===== src/rtl/pipe_reg_if.sv =====
// pipe_reg_if: producer/consumer handshake, flush and occupancy bundle for pipe_reg
interface pipe_reg_if #(
  parameter int WIDTH = 8,
  parameter int DEPTH = 4
);
  localparam int CW = $clog2(DEPTH + 1);
  logic             in_valid;
  logic             in_ready;
  logic [WIDTH-1:0] d;
  logic             out_valid;
  logic             out_ready;
  logic [WIDTH-1:0] q;
  logic             flush;
  logic [CW-1:0]    count;
  modport master (
    output in_valid, d, out_ready, flush,
    input  in_ready, out_valid, q, count
  );
  modport slave (
    input  in_valid, d, out_ready, flush,
    output in_ready, out_valid, q, count
  );
endinterface


===== src/rtl/pipe_reg.sv =====
// pipe_reg: elastic, stallable, flushable chain of DEPTH valid/ready register stages
module pipe_reg #(
  parameter int               WIDTH     = 8,
  parameter int               DEPTH     = 4,
  parameter logic [WIDTH-1:0] RESET_VAL = '0
) (
  input logic       clk,
  input logic       reset,
  pipe_reg_if.slave bus
);
  localparam int CW = $clog2(DEPTH + 1);
  logic [WIDTH-1:0] r_data [DEPTH];
  logic [DEPTH-1:0] r_vld;
  logic [DEPTH-1:0] w_adv;
  logic [CW-1:0]    r_count;
  logic             w_in_ready;
  logic             w_out_valid;
  logic             w_acc;
  logic             w_del;
  // a stage moves forward when it holds data and its successor is empty or itself moving
  always_comb begin
    logic c;
    w_adv = '0;
    c = r_vld[DEPTH-1] & bus.out_ready;
    w_adv[DEPTH-1] = c;
    for (int i = DEPTH - 2; i >= 0; i--) begin
      c = r_vld[i] & (~r_vld[i+1] | c);
      w_adv[i] = c;
    end
  end
  assign w_in_ready    = ~bus.flush & (~r_vld[0] | w_adv[0]);
  assign w_out_valid   = r_vld[DEPTH-1] & ~bus.flush;
  assign w_acc         = bus.in_valid & w_in_ready;
  assign w_del         = w_out_valid & bus.out_ready;
  assign bus.in_ready  = w_in_ready;
  assign bus.out_valid = w_out_valid;
  assign bus.q         = r_data[DEPTH-1];
  assign bus.count     = r_count;
  // stage registers: reset preloads data, flush only drops valids, otherwise shift on advance
  always_ff @(posedge clk) begin
    if (reset) begin
      r_vld <= '0;
      for (int i = 0; i < DEPTH; i++) r_data[i] <= RESET_VAL;
    end else if (bus.flush) begin
      r_vld <= '0;
    end else begin
      if (w_acc) begin
        r_data[0] <= bus.d;
        r_vld[0]  <= 1'b1;
      end else if (w_adv[0]) begin
        r_vld[0] <= 1'b0;
      end
      for (int i = 1; i < DEPTH; i++) begin
        if (w_adv[i-1]) begin
          r_data[i] <= r_data[i-1];
          r_vld[i]  <= 1'b1;
        end else if (w_adv[i]) begin
          r_vld[i] <= 1'b0;
        end
      end
    end
  end
  // occupancy tracks accepts minus deliveries; the handshake keeps it within 0..DEPTH
  always_ff @(posedge clk) begin
    if (reset || bus.flush) r_count <= '0;
    else r_count <= (w_acc & ~w_del) ? r_count + CW'(1) : (w_del & ~w_acc) ? r_count - CW'(1) : r_count;
  end
endmodule


===== src/flat_wrapper.sv =====
// flat-port wrapper written by rule: the top's interface ports become plain ports
module pipe_reg_flat 
#(
  parameter int               WIDTH     = 8,
  parameter int               DEPTH     = 4,
  parameter logic [WIDTH-1:0] RESET_VAL = '0
)
  (clk, reset, bus_in_valid, bus_d, bus_out_ready, bus_flush, bus_in_ready, bus_out_valid, bus_q, bus_count);
  pipe_reg_if #(.WIDTH(WIDTH), .DEPTH(DEPTH)) bus_i ();
  input logic clk;
  input logic reset;
  input wire logic [$bits(bus_i.in_valid)-1:0] bus_in_valid;
  input wire logic [$bits(bus_i.d)-1:0] bus_d;
  input wire logic [$bits(bus_i.out_ready)-1:0] bus_out_ready;
  input wire logic [$bits(bus_i.flush)-1:0] bus_flush;
  output wire logic [$bits(bus_i.in_ready)-1:0] bus_in_ready;
  output wire logic [$bits(bus_i.out_valid)-1:0] bus_out_valid;
  output wire logic [$bits(bus_i.q)-1:0] bus_q;
  output wire logic [$bits(bus_i.count)-1:0] bus_count;
  assign bus_i.in_valid = bus_in_valid;
  assign bus_i.d = bus_d;
  assign bus_i.out_ready = bus_out_ready;
  assign bus_i.flush = bus_flush;
  assign bus_in_ready = bus_i.in_ready;
  assign bus_out_valid = bus_i.out_valid;
  assign bus_q = bus_i.q;
  assign bus_count = bus_i.count;
  pipe_reg #(.WIDTH(WIDTH), .DEPTH(DEPTH), .RESET_VAL(RESET_VAL)) u_core (.clk(clk), .reset(reset), .bus(bus_i));
endmodule

===== config.mk =====
export PLATFORM = sky130hd
export DESIGN_NAME = pipe_reg_flat
export DESIGN_NICKNAME = d
export VERILOG_FILES = /design/src/rtl/pipe_reg_if.sv /design/src/rtl/pipe_reg.sv /design/src/flat_wrapper.sv
export SDC_FILE = /design/constraint.sdc
export NUM_CORES = 1
export LEC_CHECK = 0
export ABC_AREA = 1
export CORE_MARGIN = 1.5
export CORE_UTILIZATION = 45
export CTS_CLUSTER_DIAMETER = 120
export CTS_CLUSTER_SIZE = 16
export DETAILED_ROUTE_END_ITERATION = 7
export PLACE_DENSITY = 0.69
export RECOVER_POWER = 25
export SYNTH_ARGS = -nofsm -noshare
export SYNTH_HDL_FRONTEND = slang
export SYNTH_SLANG_ARGS = --single-unit

===== constraint.sdc =====
create_clock -name clk -period 2.29 [get_ports clk]
set_input_delay 0.458 -clock clk [delete_from_list [all_inputs] [get_ports clk]]
set_output_delay 0.458 -clock clk [all_outputs]
set_load 0.02 [all_outputs]

# ---- Word-level counts from Yosys, hierarchy flattened
# Memories as Yosys holds them, arrays and structs flattened.
# Index checks and enable logic that the tools add are counted.
dict set report totals {
  register_bits 7
  latch_bits 0
  ram_bits 32
  rom_bits 0
  output_inout_bits 13
  wordCells 72
  n_memories 1
}
# memory depth width read_ports rd_ports_with_merged_regs wr line
set mem_list {}
lappend mem_list {u_core.r_data 4 8 4 0 4 pipe_reg.sv:12} ;# logic [WIDTH-1:0] r_data [DEPTH];
dict set report classes {
  add_sub_neg 2
  multipliers 0
  div_mod_pow 0
  magnitude_cmp 0
  eq_ne 0
  n_shift 0
  muxes 32
  bitwise_logic 25
  reduce_logical 7
}
# op n
set ops {}
lappend ops {{2-to-1 mux 8 bit} 4}
lappend ops {{2-to-1 mux 1 bit} 26}
lappend ops {{AND 1 bit} 10}
lappend ops {{nonzero test 2 bit} 5}
lappend ops {{bitwise OR 1 bit} 8}
lappend ops {{NOT 1 bit} 7}
lappend ops {{2-to-1 mux 3 bit} 2}
lappend ops {{adder 3 x 1 -> 3 bit, second input constant} 1}
lappend ops {{subtractor 3 x 1 -> 3 bit, second input constant} 1}
lappend ops {{OR reduction 2 bit} 1}
lappend ops {{logical OR 1 bit} 1}

# ---- Longest topological paths before layout
# Gate-level depths: netlist (run 1).
dict set report logic_depth {
  ltp_word 15
  mapped_depth 13
  mapped_depth_nobuf 13
}

# ---- Worst setup path before layout (run 1)
# Ideal clock, no wire load.
dict set report synth_timing {
  kind {input to register}
  start {input bus_flush}
  end {register u_core.r_count[1], in the netlist u_core.bus.count[1]}
  setup_time_ps 120
  t_arrival_ps 1666
  required_ps 2170
  setup_slack_ps 504
  cell_stages 7
  path_buffers 0
  path_cell_list {nor2_1 > nand2_1 > ha_1 > inv_1 > fa_1 > nand2_1 > a21oi_1}
}
dict set report synth_via {
  elab_chain_len 6
  word_cells_on_any_way 12
}
# item line
set synth_lines {}
lappend synth_lines {{from (decl)} flat_wrapper.sv:15} ;# input wire logic [$bits(bus_i.flush)-1:0] bus_flush;
lappend synth_lines {{NOT 1 bit} {pipe_reg.sv:31, pipe_reg.sv:32}}
lappend synth_lines {{AND 1 bit (on tied branches)} {pipe_reg.sv:32, pipe_reg.sv:31}}
lappend synth_lines {{AND 1 bit (on tied branches)} {pipe_reg.sv:34, pipe_reg.sv:33}}
lappend synth_lines {{NOT 1 bit} pipe_reg.sv:66} ;# else r_count <= (w_acc & ~w_del) ? r_count + CW'(1) : (w_del & ~w_acc) ? r_count - CW'(1) : r_count;
lappend synth_lines {{AND 1 bit} pipe_reg.sv:66}
lappend synth_lines {{2-to-1 mux 3 bit / nonzero test 2 bit (equally long branches)} --}
lappend synth_lines {{to (signal assigned)} pipe_reg.sv:66}
lappend synth_lines {{to (decl)} pipe_reg.sv:15} ;# logic [CW-1:0] r_count;
# Several ways; a longest one is shown, not always the timed one.
# A chain may end at the register's enable or synchronous reset.

# ---- Worst setup path after layout (run 1)
dict set report layout_timing {
  start {input bus_flush}
  end {output bus_out_valid}
}
dict set report layout_via {
  elab_chain_len 2
}
# item line
set layout_lines {}
lappend layout_lines {{NOT 1 bit} pipe_reg.sv:32} ;# assign w_out_valid = r_vld[DEPTH-1] & ~bus.flush;
lappend layout_lines {{AND 1 bit} pipe_reg.sv:32}
lappend layout_lines {{to (decl)} flat_wrapper.sv:17} ;# output wire logic [$bits(bus_i.out_valid)-1:0] bus_out_valid;
# Every way passes these cells.

==> flow_summary.toml, run 1 <==
[placed_design]
dp.cells = 232
post-place-ws_ns = -0.149
hpwl_um = 1850
place.gp.congestion = 0.794
io_buffers = 25

[floorplanning]
die-area_um2 = 3980
start_util_pct = 48.0
die_w_um = 63.1
ios = 26
die_y_um = 63.1
rows = 21
coreArea_um2 = 3390

[clock_tree]
cts_max_path_buffers = 2
postCtsSetupBuffers = 0
cts_tree = "done"
h-tree-depth = 2
clock_latency_ns = 0.34
cts_made_buffers = 5
root_buffer = "clkbuf_4"
clk_pin_slew_ns = 0.11
clock_sinks = 39
ctsHoldBuffers = 0

[global_routing]
grt_overflow = 0
grt_max_degree = 12
grt_pass1_vias = 1037
grt_pass1_wl_um = 4240
grt_use_total_pct = 14.3
antenna_found_initial = 0

[synth]
syn-cell-area_um2 = 1630
ys_seq_area_share_pct = 67.7
synth_edf_count = 32
async_flop_share_pct = 0
ys_warn_count = 0
synth_cells = 154
yosysUniqueCellTypes = 17
ys.flop_type = "edfxtp_1"
synth.area.top_cells = "edfxtp_1 (59%), inv_1 (9.9%), nor2_1 (9.0%)"
synth_common_cells = "inv_1 (43), nor2_1 (39), edfxtp_1 (32)"
ys_ff_latch = 39
yosysMostFrequentCell = "inv_1"
synth_top_cell_by_area = "edfxtp_1"
syn_area_per_cell_um2 = 10.6
yosysTopAreaCellShare_pct = 59.1
synth_fp_nets = 169

[timing]
setup_viol = 0
fmax_ghz = 0.463
drv_slew = 0
fin_crit_ns = 2.16
finalHoldViolations = 0
setup_ws_ns = 0.132
worst_slew_pin_slew_ns = 0.368
max-slew-margin-rel_pct = 75.4
setup_tns_ns = 0
skew_ns = 0.00398
grt_setup_unrepaired = "no"
fin_crit_sh_pct = 94.2

[min_path]
hp-class = "flip-flop to flip-flop"
min_to = "u_core.bus.count[2]"
min_delay_path_depth = 2
hp-start = "u_core.bus.count[2]"

[final_layout]
drive_gt1_share_pct = 8.25
stdcell_count = 240
n_antenna_cell = 0
fin_nets = 208
area_delta_synth_final_pct = 23.3

[setup_path]
critPathMaxFanout = 4
r2r-start = "u_core.r_vld[3]"
cp_top_family = "buffers and inverters"
path_buf_inv = 2
endpoint_kind = "primary output"
r2r_end = "u_core.bus.count[2]"
crit_chain = "clkdlybuf4s50_1 > nor2_1 > clkdlybuf4s50_1"
crit_slowest_cell = "clkdlybuf4s50_1"
criticalPathCategory = "input port to primary output"
r2r_cells = 12
start_kind = "input port"
cpMostUsedCell = "clkdlybuf4s50_1"
worstPathArrival_ns = 1.70
reg2reg_slack_ns = 0.45
required_ns = 1.83
critPathMaxStageDelay_ns = 0.62

[routing]
first_pass_iters = 3
drtIter0Drc = 29
ant_nets = 0
drt-total-wl_um = 2340
avgViaCountPerCell = 4.38
wl_per_cell_um = 9.75
drc = 0
vias = 1050

[power]
power_density_nw_per_um2 = 616
power_mw = 1.23
vdd_drop_max_mv = 0.325
leakage_nw = 0.853
clock_power_share_pct = 26.4
p_sw_share_pct = 22.4
p_int_uw = 958
power_frac_seq_pct = 65.4
p_switching_uw = 276
combPwrFrac_pct = 8.3

[flow_run]
maxCapViolCount = 0

[outcome]
status = "finished, final reports clean"
-- worst max path at each step --
stage	to	cells past startpoint	from	slack, ns
after CTS	bus_out_valid	3	bus_flush	0.12
after detailed placement	u_core.bus.count[2]	12	bus_out_ready	-0.15
final	bus_out_valid	3	bus_flush	0.13
after global routing	u_core.bus.count[2]	12	bus_out_ready	0.05
after floorplan	u_core.bus.count[1]	7	bus_flush	0.50
after global placement	u_core.bus.count[2]	12	bus_out_ready	-0.02
-- area by class of cell --
class,instances,area (um^2)
clock buffers,6,41.3
clock inverters,2,7.51
fillers,307,1390
inverters,44,165
multi-input cells,71,330
flip-flops and latches,39,1100
well taps,46,57.6
repair buffers,32,302
-- power by group through the flow --
stage | clock [mW] | sequential (mW) | combinational [mW]
2_1_floorplan | 0 | 0.830 | 0.0430
3_3_place_gp | 0 | 0.822 | 0.103
3_5_place_dp | 0 | 0.823 | 0.106
4_1_cts | 0.326 | 0.807 | 0.106
5_1_grt | 0.373 | 0.810 | 0.114
6_report | 0.325 | 0.806 | 0.102
-- worst min-delay path, delay by kind of cell, from the launching register on --
kind | cells | cell delay, ns
buf+inv | 1 | 0.08
compound gates | 1 | 0.07
flops | 1 | 0.33
-- cell families after synthesis --
logic type / Yosys count / synth area share, %
AO/OA/AOI/OAI: 6 / 1.85
XOR/XNOR: 1 / 0.539
adder cells (fa/ha/maj): 2 / 2.00
buffers and inverters: 44 / 10.2
flip-flops: 39 / 67.7
AND/OR/NAND/NOR: 62 / 17.7
-- state kept, by name, indices dropped and copies added, names as in the netlist --
| name | flops |
|---|---|
| u_core.r_data | 32 |
| u_core.bus.count | 3 |
| u_core.r_vld | 4 |
-- metal layers --
metal  share of wire (%)  vias up  track usage, %  wire length [um]
met3                 5.3        6            5.36               123
met4                 2.1        0            6.67                48
met2                  52       23            25.8              1220
li1                    -      550               -                 -
met1                  41      471            14.3               952
met5                   0        -               0                 0
-- through the flow --
| stage | instance area (um^2) | util [%] | hold slack [ns] |
|---|---|---|---|
| 2_1_floorplan | 1630 | - | 0.479 |
| 3_3_place_gp | 1990 | 58.6 | 0.456 |
| 3_5_place_dp | 1990 | 58.6 | 0.490 |
| 4_1_cts | 2030 | 60.0 | 0.506 |
| 5_1_grt | 2000 | 59.1 | 0.539 |
| 6_report | 2000 | 59.1 | 0.507 |
-- layout by cell type, fill, tap and decap left out --
cell | netlist | final
clkbuf_4 | 0 | 6
nand4_1 | 0 | 1
nand2_1 | 11 | 12
dlygate4sd2_1 | 0 | 1
nor2_2 | 1 | 1
a21oi_1 | 4 | 4
buf_4 | 0 | 6
edfxtp_1 | 32 | 32
clkdlybuf4s50_1 | 0 | 24
nand3_2 | 2 | 1
nand3_1 | 4 | 5
ha_1 | 1 | 1
xor2_1 | 1 | 1
dfxtp_1 | 7 | 7
nor2_1 | 39 | 41
inv_1 | 43 | 43
o21ai_0 | 2 | 2
nand4_2 | 2 | 1
inv_2 | 1 | 1
clkinv_1 | 0 | 2
clkbuf_1 | 0 | 1
fa_1 | 1 | 1
-- timing repair --
action                                  CTS  global route
endpoints found under the setup margin    1             0
gates resized for setup                   1             0
endpoints found under the hold margin     0             0
Power figures use the tool's default switching activity.
==> run 2: changes to the inputs <==
--- a/config.mk
+++ b/config.mk
@@ -8,6 +8,7 @@
 export ABC_AREA = 1
 export CORE_MARGIN = 1.5
 export CORE_UTILIZATION = 45
+export CTS_BUF_LIST = sky130_fd_sc_hd__clkbuf_8
 export CTS_CLUSTER_DIAMETER = 120
 export CTS_CLUSTER_SIZE = 16
 export DETAILED_ROUTE_END_ITERATION = 7
==> run 2 against run 1 <==
  * Largest power group unchanged
  * Die area is the same
  * Combinational power is essentially flat
  * Critical endpoint unchanged
  * Critical path type unchanged
  * Final area grew 1.6%
  * Flip-flop and latch count is the same
  * Clock skew shrank 0.0014 ns
  * Routed wire length shrank 1.1%
  * Global-route usage shrank 0.19 points
  * Sequential power is essentially flat
==> flow_summary.toml, run 2 (synthesis gave the netlist of run 1 again) <==
[outcome]
status = "finished, final reports clean"

[setup_path]
crit_slowest_cell = "clkdlybuf4s50_1"
worstPathArrival_ns = 1.70
criticalPathCategory = "input port to primary output"
path_buf_inv = 2
critPathMaxStageDelay_ns = 0.62
cp_top_family = "buffers and inverters"
endpoint_kind = "primary output"
critPathMaxFanout = 4
cpMostUsedCell = "clkdlybuf4s50_1"
crit_chain = "clkdlybuf4s50_1 > nor2_1 > clkdlybuf4s50_1"
required_ns = 1.83
start_kind = "input port"

[timing]
finalHoldViolations = 0
fin_crit_ns = 2.16
setup_viol = 0
drv_slew = 0
fmax_ghz = 0.463
max-slew-margin-rel_pct = 77.7
skew_ns = 0.00261
fin_crit_sh_pct = 94.2
hold-worst-slack_ns = 0.506
grt_setup_unrepaired = "no"
worst_slew_pin_slew_ns = 0.333
setup_tns_ns = 0

[final_layout]
multi_input_area_um2 = 338
final-seq-area_um2 = 1100
area_delta_synth_final_pct = 25.3
largest_register_ff_count = 32
n_antenna_cell = 0
layout_common_cells = "inv_1 (44), nor2_1 (40), edfxtp_1 (32), clkdlybuf4s50_1 (24), nand2_1 (12)"
top_register = "u_core.r_data"
final_common_cell = "inv_1"
stdcell_area_um2 = 2040
fin_nets = 208
fillers = 306
drive_gt1_share_pct = 7.73

[routing]
vias = 1054
drt-total-wl_um = 2320
drc = 0
ant_nets = 0
first_pass_iters = 4
drtIter0Drc = 28
wl_per_cell_um = 9.65
avgViaCountPerCell = 4.39

[floorplanning]
die_y_um = 63.1
coreArea_um2 = 3390
ios = 26
start_util_pct = 48.0
die-area_um2 = 3980
rows = 21
die_w_um = 63.1

[global_routing]
antenna_found_initial = 0
grt_use_total_pct = 14.1
grt_overflow = 0
grt_max_degree = 12
grt_pass1_wl_um = 4240
grt_pass1_vias = 1038

[placed_design]
postPlaceCellArea_um2 = 1990
io_buffers = 25
hpwl_um = 1850
place.gp.congestion = 0.794

[clock_tree]
clock_sinks = 39
cts_max_path_buffers = 2
clock_latency_ns = 0.28
clk_pin_slew_ns = 0.07
ctsHoldBuffers = 0
cts_tree = "done"
root_buffer = "clkbuf_8"
cts_made_buffers = 5
h-tree-depth = 2
postCtsSetupBuffers = 0

[power]
vdd_drop_max_mv = 0.428
leakage_nw = 0.863
power_density_nw_per_um2 = 652
power_mw = 1.33

[flow_run]
maxCapViolCount = 0

[min_path]
hp-class = "flip-flop to flip-flop"
run 2: path summary, 6_finish.rpt:
kind                              end                start  slack (ns)  depth (start not counted)
hold reg to reg   u_core.bus.count[2]  u_core.bus.count[2]        0.51                          2
setup reg to reg  u_core.bus.count[2]      u_core.r_vld[3]        0.50                         12
setup / recovery        bus_out_valid            bus_flush        0.13                          3
hold / removal    u_core.bus.count[2]  u_core.bus.count[2]        0.51                          2
run 2: per-layer routing:
| metal | wire length [um] | track usage, % | vias to the layer above | part of all wire [%] |
|---|---|---|---|---|
| met4 | 34 | 5.00 | 0 | 1.5 |
| li1 | - | - | 551 | - |
| met2 | 1230 | 26.2 | 23 | 53 |
| met5 | 0 | 0 | - | 0 |
| met3 | 117 | 5.36 | 4 | 5.1 |
| met1 | 935 | 14.1 | 476 | 40 |
run 2: stage by stage:
step | worst slack [ns] | cells | utilization (%)
floorplan | 0.504 | 154 | -
CTS | 0.124 | 240 | 60.9
finish | 0.132 | 240 | 60.1
detailed placement | -0.149 | 232 | 58.6
global placement | -0.0167 | 232 | 58.6
global route | 0.0324 | 240 | 60.1
run 2: where the power goes:
part / switching, mW / internal [mW] / total [mW]
sequential: 0.0102 / 0.797 / 0.807
combinational: 0.0553 / 0.0477 / 0.103
clock: 0.215 / 0.203 / 0.418
total: 0.280 / 1.05 / 1.33
run 2: what timing repair did:
item                                    CTS  global route
endpoints found under the setup margin    1             1
resized for setup                         1             1
pin swaps                                 0             0
run 2: cell type report:
cell class | count | area share, %
Timing Repair Buffer | 32 | 14.4
Inverter | 44 | 8.11
Sequential cell | 39 | 54.1
Tap cell | 46 | 2.83
Clock inverter | 3 | 0.553
Multi-Input combinational cell | 71 | 16.6
Clock buffer | 5 | 3.38
run 2: worst reg2reg max path: stages, from the launching register on:
cell	delay [ns]
dfxtp_1	0.30
inv_1	0.07
nor2_1	0.06
nand4_2	0.08
nand3_1	0.09
inv_1	0.07
ha_1	0.16
inv_1	0.07
fa_1	0.38
nand2_1	0.08
nand3_1	0.09
o21ai_1	0.16
a21oi_1	0.06
